==> src/rtl/one_hot_seq_monitor_pkg.sv <==
// Shared definitions for the 4-state one-hot sequencer bus and its receive-side monitor.
// Holds the bus encodings, the monitor FSM states and the one-hot helper functions.
package one_hot_seq_monitor_pkg;

    localparam logic [3:0] ST_IDLE = 4'b0001;
    localparam logic [3:0] ST_S1   = 4'b0010;
    localparam logic [3:0] ST_S2   = 4'b0100;
    localparam logic [3:0] ST_S3   = 4'b1000;

    typedef enum logic {
        HUNT  = 1'b0,
        TRACK = 1'b1
    } mon_state_t;

    function automatic logic onehot_valid(input logic [3:0] code);
        return (code != 4'b0000) && ((code & (code - 4'd1)) == 4'b0000);
    endfunction

    // Index of the highest set bit; only meaningful when onehot_valid() is true.
    function automatic logic [1:0] onehot2bin(input logic [3:0] code);
        logic [1:0] idx;
        if (code[3]) begin
            idx = 2'd3;
        end else if (code[2]) begin
            idx = 2'd2;
        end else if (code[1]) begin
            idx = 2'd1;
        end else begin
            idx = 2'd0;
        end
        return idx;
    endfunction

endpackage

==> src/rtl/one_hot_seq_monitor_decoder.sv <==
// Combinational 4-bit one-hot decoder: validity flag plus binary index.
// Kept stand-alone so other consumers of the sequencer bus can reuse it.
module onehot4_decoder
    import one_hot_seq_monitor_pkg::*;
(
    input  logic [3:0] code,
    output logic       valid,
    output logic [1:0] idx
);

    assign valid = onehot_valid(code);
    assign idx   = onehot2bin(code);

endmodule

==> src/rtl/one_hot_seq_monitor.sv <==
// Receive-side checker for the one-hot sequencer bus: locks onto IDLE->S1->S2->S3->IDLE,
// reports encoding, sequence and code errors, and keeps lap and error counters.
module one_hot_seq_monitor
    import one_hot_seq_monitor_pkg::*;
#(
    parameter int LOCK_CNT = 4,
    parameter int CNT_W    = 16
) (
    input  logic             clk,
    input  logic             reset,
    input  logic             en,
    input  logic [3:0]       state_in,
    input  logic [1:0]       out_in,
    input  logic             clr,
    output logic [1:0]       dec_state,
    output logic             locked,
    output logic             err_onehot,
    output logic             err_seq,
    output logic             err_code,
    output logic             err_sticky,
    output logic [CNT_W-1:0] lap_count,
    output logic [CNT_W-1:0] err_count
);

    localparam int                RUN_W    = $clog2(LOCK_CNT + 1);
    localparam logic [RUN_W-1:0]  RUN_MAX  = RUN_W'(LOCK_CNT);
    localparam logic [RUN_W-1:0]  RUN_ONE  = RUN_W'(1);
    localparam logic [CNT_W-1:0]  CNT_ONE  = CNT_W'(1);

    logic       sample_valid;
    logic [1:0] sample_idx;

    onehot4_decoder u_decoder (
        .code  (state_in),
        .valid (sample_valid),
        .idx   (sample_idx)
    );

    mon_state_t       state_reg, state_next;
    logic [1:0]       prev_idx_reg, prev_idx_next;
    logic [RUN_W-1:0] good_run_reg, good_run_next;
    logic [1:0]       dec_state_reg, dec_state_next;
    logic             locked_reg, locked_next;
    logic             err_onehot_reg, err_onehot_next;
    logic             err_seq_reg, err_seq_next;
    logic             err_code_reg, err_code_next;
    logic             err_sticky_reg, err_sticky_next;
    logic [CNT_W-1:0] lap_count_reg, lap_count_next;
    logic [CNT_W-1:0] err_count_reg, err_count_next;

    logic             lap_inc;
    logic             any_err;
    logic             seq_bad;
    logic             code_bad;
    logic [CNT_W-1:0] err_base;

    always_comb begin
        state_next      = state_reg;
        prev_idx_next   = prev_idx_reg;
        good_run_next   = good_run_reg;
        dec_state_next  = dec_state_reg;
        locked_next     = locked_reg;
        err_onehot_next = 1'b0;
        err_seq_next    = 1'b0;
        err_code_next   = 1'b0;
        lap_inc         = 1'b0;
        // Rotate-left of a one-hot value is simply index + 1 modulo 4.
        seq_bad         = sample_idx != (prev_idx_reg + 2'd1);
        code_bad        = out_in != prev_idx_reg;

        if (en) begin
            if (!sample_valid) begin
                err_onehot_next = 1'b1;
                state_next      = HUNT;
                locked_next     = 1'b0;
                good_run_next   = '0;
            end else begin
                dec_state_next = sample_idx;
                case (state_reg)
                    HUNT: begin
                        // out_in is ignored on entry: 00 after reset and 11 on wrap are both legal.
                        if (sample_idx == 2'd0) begin
                            prev_idx_next = 2'd0;
                            good_run_next = '0;
                            state_next    = TRACK;
                        end
                    end
                    TRACK: begin
                        if (seq_bad || code_bad) begin
                            err_seq_next  = seq_bad;
                            err_code_next = code_bad;
                            state_next    = HUNT;
                            locked_next   = 1'b0;
                            good_run_next = '0;
                        end else begin
                            prev_idx_next = sample_idx;
                            if (good_run_reg < RUN_MAX) begin
                                good_run_next = good_run_reg + RUN_ONE;
                            end
                            if (good_run_next == RUN_MAX) begin
                                locked_next = 1'b1;
                            end
                            // The wrap that completes the lock already counts as a lap.
                            lap_inc = locked_next && (prev_idx_reg == 2'd3) && (sample_idx == 2'd0);
                        end
                    end
                    default: state_next = HUNT;
                endcase
            end
        end

        any_err  = err_onehot_next | err_seq_next | err_code_next;
        err_base = clr ? '0 : err_count_reg;

        // A same-cycle error takes priority over clr for the sticky flag and counter.
        err_sticky_next = any_err ? 1'b1 : (clr ? 1'b0 : err_sticky_reg);
        err_count_next  = (any_err && (err_base != '1)) ? err_base + CNT_ONE : err_base;
        lap_count_next  = (clr ? '0 : lap_count_reg) + CNT_W'(lap_inc);
    end

    always_ff @(posedge clk or posedge reset) begin
        if (reset) begin
            state_reg      <= HUNT;
            prev_idx_reg   <= 2'd0;
            good_run_reg   <= '0;
            dec_state_reg  <= 2'd0;
            locked_reg     <= 1'b0;
            err_onehot_reg <= 1'b0;
            err_seq_reg    <= 1'b0;
            err_code_reg   <= 1'b0;
            err_sticky_reg <= 1'b0;
            lap_count_reg  <= '0;
            err_count_reg  <= '0;
        end else begin
            state_reg      <= state_next;
            prev_idx_reg   <= prev_idx_next;
            good_run_reg   <= good_run_next;
            dec_state_reg  <= dec_state_next;
            locked_reg     <= locked_next;
            err_onehot_reg <= err_onehot_next;
            err_seq_reg    <= err_seq_next;
            err_code_reg   <= err_code_next;
            err_sticky_reg <= err_sticky_next;
            lap_count_reg  <= lap_count_next;
            err_count_reg  <= err_count_next;
        end
    end

    assign dec_state  = dec_state_reg;
    assign locked     = locked_reg;
    assign err_onehot = err_onehot_reg;
    assign err_seq    = err_seq_reg;
    assign err_code   = err_code_reg;
    assign err_sticky = err_sticky_reg;
    assign lap_count  = lap_count_reg;
    assign err_count  = err_count_reg;

endmodule

==> config.mk <==
export PLATFORM = sky130hd
export DESIGN_NAME = one_hot_seq_monitor
export DESIGN_NICKNAME = d
export VERILOG_FILES = /design/src/rtl/one_hot_seq_monitor_pkg.sv /design/src/rtl/one_hot_seq_monitor_decoder.sv /design/src/rtl/one_hot_seq_monitor.sv
export SDC_FILE = /design/constraint.sdc
export NUM_CORES = 1
export LEC_CHECK = 0
export CAP_MARGIN = 25
export CORE_ASPECT_RATIO = 0.9
export CORE_MARGIN = 4
export CORE_UTILIZATION = 51
export DETAILED_ROUTE_END_ITERATION = 7
export GPL_TIMING_DRIVEN = 0
export PLACE_DENSITY = 0.79
export SYNTH_ARGS = -nofsm -noshare
export SYNTH_HDL_FRONTEND = slang
export SYNTH_SLANG_ARGS = --single-unit
==> constraint.sdc <==
create_clock -name clk -period 3.7 [get_ports clk]
set_input_delay 0.74 -clock clk [delete_from_list [all_inputs] [get_ports clk]]
set_output_delay 0.74 -clock clk [all_outputs]
set_load 0.03 [all_outputs]
==> results of run 1 <==
report_power, final:
part / total [uW] / internal [uW] / switching, uW
Clock: 303 / 148 / 155
Sequential: 518 / 507 / 11.8
Combinational: 147 / 56.4 / 91.1
Total: 969 / 711 / 258
per-stage QoR:
stage / setup TNS, ns / area [um^2] / setup WS, ns
after floorplan: 0 / 2410 / 0.571
after global placement: -0.776 / 2940 / -0.176
after detailed placement: -1.15 / 2960 / -0.279
after CTS: 0 / 3040 / 0.0230
after global routing: -0.110 / 3050 / -0.110
final: 0 / 3050 / 0.150
cell type report:
class / instances / area [um^2]
Buffer: 8 / 36.3
Multi-Input combinational cell: 186 / 1210
Tap cell: 62 / 77.6
Timing Repair Buffer: 46 / 473
Sequential cell: 45 / 1130
Fill cell: 392 / 1470
Inverter: 10 / 37.5
Clock buffer: 7 / 86.3
critical path: stages:
cell and delay, ns:
clkdlybuf4s50_1 0.51, clkbuf_1 0.27, clkbuf_1 0.28, nor2b_1 0.24
ha_1 0.23, nand3_1 0.13, nor4_2 0.37, nand4b_1 0.20
nand2_1 0.25, or2_1 0.19, mux2_1 0.33
cells in the mapped netlist (3+ instances only):
library cell | instances | area [um^2]
a21oi_1 | 4 | 20.0
and3_1 | 3 | 18.8
clkbuf_1 | 5 | 18.8
dfrtp_1 | 45 | 1130
ha_1 | 5 | 62.6
inv_1 | 10 | 37.5
nand2_1 | 21 | 78.8
nand2b_1 | 12 | 75.1
nand3_1 | 11 | 55.1
nand3b_1 | 4 | 30.0
nand4_1 | 5 | 31.3
nand4b_1 | 3 | 26.3
nor2_1 | 23 | 86.3
nor2b_1 | 10 | 62.6
nor3_1 | 13 | 65.1
nor3b_1 | 3 | 22.5
nor4_1 | 4 | 25.0
o21ai_0 | 10 | 50.1
xnor2_1 | 18 | 158
xor2_1 | 9 | 78.8
timing repair:
| action | 4_1_cts | 5_1_grt |
|---|---|---|
| setup endpoints to repair | 0 | 8 |
| hold buffers | 0 | 0 |
| resized for setup | 0 | 2 |
| endpoints found under the hold margin | 0 | 0 |
per-layer routing:
metal | global-route usage | share of wire
met1 | 0.278 | 0.46
met2 | 0.329 | 0.48
met3 | 0.0642 | 0.048
met4 | 0.0450 | 0.0074
met5 | 0 | 0
logic make-up (layout without fill, tap and decap cells):
kind of cell	count (synthesis)	after routing	synth area share
mux	4	4	0.0177
fa+ha+maj	5	5	0.0260
buf+inv	18	71	0.0307
flops	45	45	0.468
xor+xnor	27	27	0.0982
simple gates	120	120	0.266
compound gates	30	30	0.0935
worst paths after layout:
check                      slack (ns)             to       startpoint
max                              0.15   err_count[1]              clr
min                              0.49   dec_state[0]     dec_state[0]
max reg2reg                      0.38  lap_count[12]  prev_idx_reg[0]
min reg2reg                      0.49   dec_state[0]     dec_state[0]
max in group asynchronous        2.61   err_count[0]            reset
min in group asynchronous        0.65     err_onehot            reset
==> impl_metrics.ini, run 1 <==
[die]
rows = 23
die_height_um = 73.2
die_w_um = 80.4
core_area_um2 = 4520
dieArea_um2 = 5890
ios = 49
start_util = 0.533

[timing]
finalCritPeriodShare = 0.959
worst_hold_slack_ns = 0.494
final-setup-viol-count = 0
fmax_ghz = 0.282
relSlewSlack = 0.659
tightestPinTransition_ns = 0.507
skew_ns = 0.00925
rsz0062_at_grt = yes
timing_hold_violations_final = 0
finalCriticalPeriod_ns = 3.55
slew_violations = 0

[logic_synthesis]
yosys_warnings = 0
synth_enable_flop_cells = 0
ys_seq_elements = 45
synth_cell_type_count = 45
syn_inst = 249
synth_flop_cell = dfrtp_1
synth.cell_area_um2 = 2410
async_flop_share = 1.00
ys_seq_area_frac = 0.468
avgSynthCellArea_um2 = 9.67
synthesis.nets = 264

[clocking]
clkTransAtPathRegs_ns = 0.08
root_buffer = clkbuf_8
cts_buffer_depth = 2
clock_latency_ns = 0.30
cts.sinks = 45
cts-buffers-inserted = 5
cts_tree = done
postCtsSetupRepairBufs = 0
htree_levels = 2

[place]
place_hpwl_mm = 4.00
place_congestion = 0.838
numPortBuffers = 45
dp.cells = 357

[detailed_routing]
vias = 1975
route.detailed.drc = 0
antenna_left = 0
wirelength_mm = 5.41
drtIter0Drc = 116
dr.pass1.iters = 4
avgViaCountPerCell = 5.43
post_drt_wl_per_cell_um = 14.9

[power]
irDropWorstVdd_v = 0.000240
p_per_area_nw_per_um2 = 318
leakage_uw = 0.00126
finalPower_uw = 969

[setup_path]
arrival_ns = 3.73
reg2reg_depth = 12
startpoint_type = input port
endpoint_kind = flip-flop
worstSetupPathType = in2reg
worst_ep_required_time_ns = 3.88
crit_path_max_fanout = 10

[final_layout]
final_util = 0.675
nets = 317
layout_common_cells = dfrtp_1, clkdlybuf4s50_1, nor2_1, nand2_1, xnor2_1
insertedDiodeCount = 0
area_growth_pct = 26.7
final_common_cell = dfrtp_1
post_route_cells_drive_above_1_share = 0.0629
stdcell_count = 364

[grt]
grt_max_degree = 41
grt_pass1_vias = 1998
antenna_found_initial = 0
grt_pass1_wl_mm = 9.39
globalRouteOverflowTotal = 0
gr-usage-all-layers = 0.206

[status]
status = finished clean

[hold_path]
hold_depth = 2
hp-class = reg2reg

[flow_run]
cap_violations = 0
Note: power is estimated with default switching activity, not from simulation.
==> run 2, diff against run 1 <==
- SETUP_SLACK_MARGIN: default -> 0.1
==> impl_metrics.ini, run 2 (same netlist as run 1, synthesis figures left out) <==
[status]
status = finished clean

[place]
numPortBuffers = 45
place_hpwl_mm = 4.00
dp_slack_ns = -0.279
place_congestion = 0.838
dp.cells = 357

[timing]
tightestPinTransition_ns = 0.507
timing_hold_violations_final = 0
relSlewSlack = 0.659
fmax_ghz = 0.295
final-setup-viol-count = 0
finalCritPeriodShare = 0.915
fin_ws_ns = 0.314
slew_violations = 0
rsz0062_at_grt = no
finalCriticalPeriod_ns = 3.39
skew_ns = 0.00997

[final_layout]
insertedDiodeCount = 0
layout_common_cells = dfrtp_1, clkdlybuf4s50_1, nor2_1, nand2_1, xnor2_1
nets = 317
post_route_cells_drive_above_1_share = 0.0728
area_growth_pct = 27.3
final_common_cell = dfrtp_1
stdcell_count = 364

[clocking]
cts_tree = done
cts-buffers-inserted = 5
cts_buffer_depth = 2
htree_levels = 2
cts.sinks = 45
root_buffer = clkbuf_8
clock_latency_ns = 0.29
clkTransAtPathRegs_ns = 0.08

[setup_path]
worstSetupPathType = in2reg
crit_start = out_in[1]
cpMaxStageDelayCell = or3_4
regToRegStartpoint = prev_idx_reg[0]
max_stage_delay_ns = 0.44
r2r_slack_ns = 0.39
cp_num_cells = 13
arrival_ns = 3.55
startpoint_type = input port
worst_path_dominant_cell_family = simple AND/OR/NAND/NOR gates
crit_buf_inv = 1
reg2reg_depth = 12
reg2reg_to = lap_count[12]
endpoint_kind = flip-flop
path_cells = clkdlybuf4s50_1 > xor2_1 > nor2_1 > o211ai_2 > or3_4 > nor3_2 > ha_1 > ha_1 > and2_1 > and3_1 > nand2_1 > xor2_1 > nor2_1
crit_path_max_fanout = 4
crit_end = lap_count[12]
worst_ep_required_time_ns = 3.86

[detailed_routing]
route.detailed.drc = 0
avgViaCountPerCell = 5.48
vias = 1994
post_drt_wl_per_cell_um = 14.9
dr.pass1.iters = 5
drtIter0Drc = 111
antenna_left = 0
wirelength_mm = 5.44

[die]
die_w_um = 80.4
ios = 49
core_area_um2 = 4520
die_height_um = 73.2
dieArea_um2 = 5890
start_util = 0.533
rows = 23

[grt]
grt_pass1_wl_mm = 9.39
grt_max_degree = 41
gr-usage-all-layers = 0.206
globalRouteOverflowTotal = 0
grt_pass1_vias = 1998
antenna_found_initial = 0

[flow_run]
cap_violations = 0

[hold_path]
hp-class = reg2reg

[power]
p_per_area_nw_per_um2 = 316
leakage_uw = 0.00128
finalPower_uw = 969
irDropWorstVdd_v = 0.000241
-- run 2: where the power goes --
| group | internal (uW) | switching [uW] |
|---|---|---|
| clock | 148 | 154 |
| sequential | 507 | 11.8 |
| combinational | 56.7 | 91.3 |
-- run 2: worst min-delay path by stage --
stage | from | endpoint | cells past startpoint
after CTS | dec_state[0] | dec_state[0] | 2
after global placement | dec_state[0] | dec_state[0] | 2
after detailed placement | dec_state[1] | dec_state[1] | 2
after floorplan | good_run_reg[0] | good_run_reg[0] | 1
after global routing | dec_state[1] | dec_state[1] | 2
final | dec_state[0] | dec_state[0] | 2
-- run 2: through the flow --
stage | utilization | setup TNS, ns | hold WS [ns] | area (um^2)
finish | 0.678 | 0 | 0.494 | 3070
global route | 0.678 | 0 | 0.536 | 3070
CTS | 0.675 | 0 | 0.498 | 3050
detailed placement | 0.654 | -1.15 | 0.474 | 2960
global placement | 0.650 | -0.776 | 0.473 | 2940
floorplan | - | 0 | 0.498 | 2410
-- run 2: cell type report --
cell class | instances | area (um^2)
clock buffers | 7 | 86.3
repair buffers | 46 | 473
well taps | 62 | 77.6
multi-input cells | 186 | 1230
flip-flops and latches | 45 | 1130
inverters | 10 | 37.5
fillers | 387 | 1450
plain buffers | 8 | 38.8
-- run 2: what timing repair did --
action	in CTS	in global routing
hold buffers	0	0
gates resized for setup	1	7
buffers inserted	0	0
endpoints found under the setup margin	1	7
-- run 2: per-layer routing --
metal / GRT usage / share of wire / up-vias
met2: 0.329 / 0.49 / 58
met3: 0.0642 / 0.061 / 4
met5: 0 / 0 / -
li1: - / - / 961
met1: 0.278 / 0.45 / 971
met4: 0.0450 / 0.0037 / 0
-- run 2: worst register-to-register path: stages, from the launching register on --
cell and delay, ns:
dfrtp_1 0.46, ha_1 0.38, o41ai_4 0.41, o211ai_2 0.17, or3_4 0.44, nor3_2 0.20
ha_1 0.22, ha_1 0.22, and2_1 0.20, and3_1 0.21, nand2_1 0.07, xor2_1 0.14
nor2_1 0.06
==> run 3, diff against run 2 <==
- PLACE_DENSITY: 0.79 -> 0.75
==> impl_metrics.ini, run 3 (same netlist as run 1, synthesis figures left out) <==
[status]
status = finished clean

[setup_path]
worstSetupPathType = in2reg
endpoint_kind = flip-flop
r2r_slack_ns = 0.43
regToRegStartpoint = prev_idx_reg[0]
crit_start = clr
arrival_ns = 3.70
crit_path_max_fanout = 10
startpoint_type = input port
worst_ep_required_time_ns = 3.89

[clocking]
cts_buffer_depth = 2
root_buffer = clkbuf_8
cts-buffers-inserted = 5
cts.sinks = 45
hold_buffers = 0
cts_tree = done
clkTransAtPathRegs_ns = 0.09
htree_levels = 2
clock_latency_ns = 0.30

[detailed_routing]
antenna_left = 0
avgViaCountPerCell = 5.32
dr.pass1.iters = 4
route.detailed.drc = 0
drtIter0Drc = 88
wirelength_mm = 5.27
post_drt_wl_per_cell_um = 14.4
vias = 1942

[grt]
grt_pass1_vias = 1830
grt_pass1_wl_mm = 8.80
antenna_found_initial = 0
grt_max_degree = 42
gr-usage-all-layers = 0.197
globalRouteOverflowTotal = 0

[final_layout]
nets = 317
final_util = 0.684
layout_common_cells = dfrtp_1, clkdlybuf4s50_1, nor2_1, nand2_1, xnor2_1
fill_cells = 384
area_growth_pct = 28.4
post_route_cells_drive_above_1_share = 0.0693
final_cell_area_um2 = 3090
insertedDiodeCount = 0
stdcell_count = 365
final_common_cell = dfrtp_1

[die]
start_util = 0.533
die_w_um = 80.4
dieArea_um2 = 5890
rows = 23
ios = 49
core_area_um2 = 4520
die_height_um = 73.2

[timing]
finalCriticalPeriod_ns = 3.51
tightestPinTransition_ns = 0.467
skew_ns = 0.00394
rsz0062_at_grt = yes
timing_hold_violations_final = 0
finalCritPeriodShare = 0.949
relSlewSlack = 0.686
fmax_ghz = 0.285
fin_setup_tns_ns = 0
slew_violations = 0
fin_ws_ns = 0.188
final-setup-viol-count = 0

[flow_run]
cap_violations = 0

[power]
leakage_uw = 0.00129
irDropWorstVdd_v = 0.000189
p_per_area_nw_per_um2 = 343

[place]
dp.cells = 357
dp_slack_ns = -0.348
place_hpwl_mm = 3.88
place_congestion = 0.808
place_area_um2 = 2960
numPortBuffers = 45

[hold_path]
min_from = dec_state[1]
hp-class = reg2reg
-- run 3: routing by layer --
layer	GRT usage	up-vias	share of wire
met4	0.0788	0	0.011
li1	-	963	-
met1	0.287	929	0.49
met5	0	-	0
met3	0.0333	5	0.045
met2	0.294	45	0.46
-- run 3: final timing paths --
kind,depth (start not counted),endpoint
setup / recovery,11,err_count[1]
hold / removal,2,dec_state[1]
setup reg to reg,12,lap_count[12]
hold reg to reg,2,dec_state[1]
max in group asynchronous,3,err_count[4]
min in group asynchronous,2,err_code
-- run 3: layout make-up --
type / count / area [um^2] / share of cell area
clock inverters: 1 / 30.0 / 0.00971
repair buffers: 46 / 473 / 0.153
multi-input cells: 186 / 1220 / 0.396
inverters: 10 / 37.5 / 0.0121
clock buffers: 7 / 86.3 / 0.0279
plain buffers: 8 / 37.5 / 0.0121
flip-flops and latches: 45 / 1130 / 0.364
well taps: 62 / 77.6 / 0.0251
-- run 3: worst max-delay path: stages --
cell	delay, ns
clkdlybuf4s50_1	0.52
clkbuf_1	0.27
clkbuf_2	0.24
nor2b_1	0.21
ha_1	0.24
nand3_1	0.17
nor4_4	0.36
nand4b_1	0.19
nand2_1	0.25
or2_1	0.19
mux2_1	0.32
-- run 3: metrics by stage --
step / power (uW) / hold slack [ns]
after floorplan: 622 / 0.498
after CTS: 1060 / 0.501
after detailed placement: 677 / 0.473
after global routing: 1110 / 0.547
final: 1060 / 0.500
after global placement: 672 / 0.477
-- run 3: repair_timing --
action | CTS | global route
endpoints found under the setup margin | 2 | 6
gates resized for setup | 2 | 3
cloned | 0 | 0
buffers inserted | 0 | 0
-- run 3: power by group --
group,internal (uW),switching (uW)
sequential,506,12.1
clock,220,174
combinational,56.6,89.9
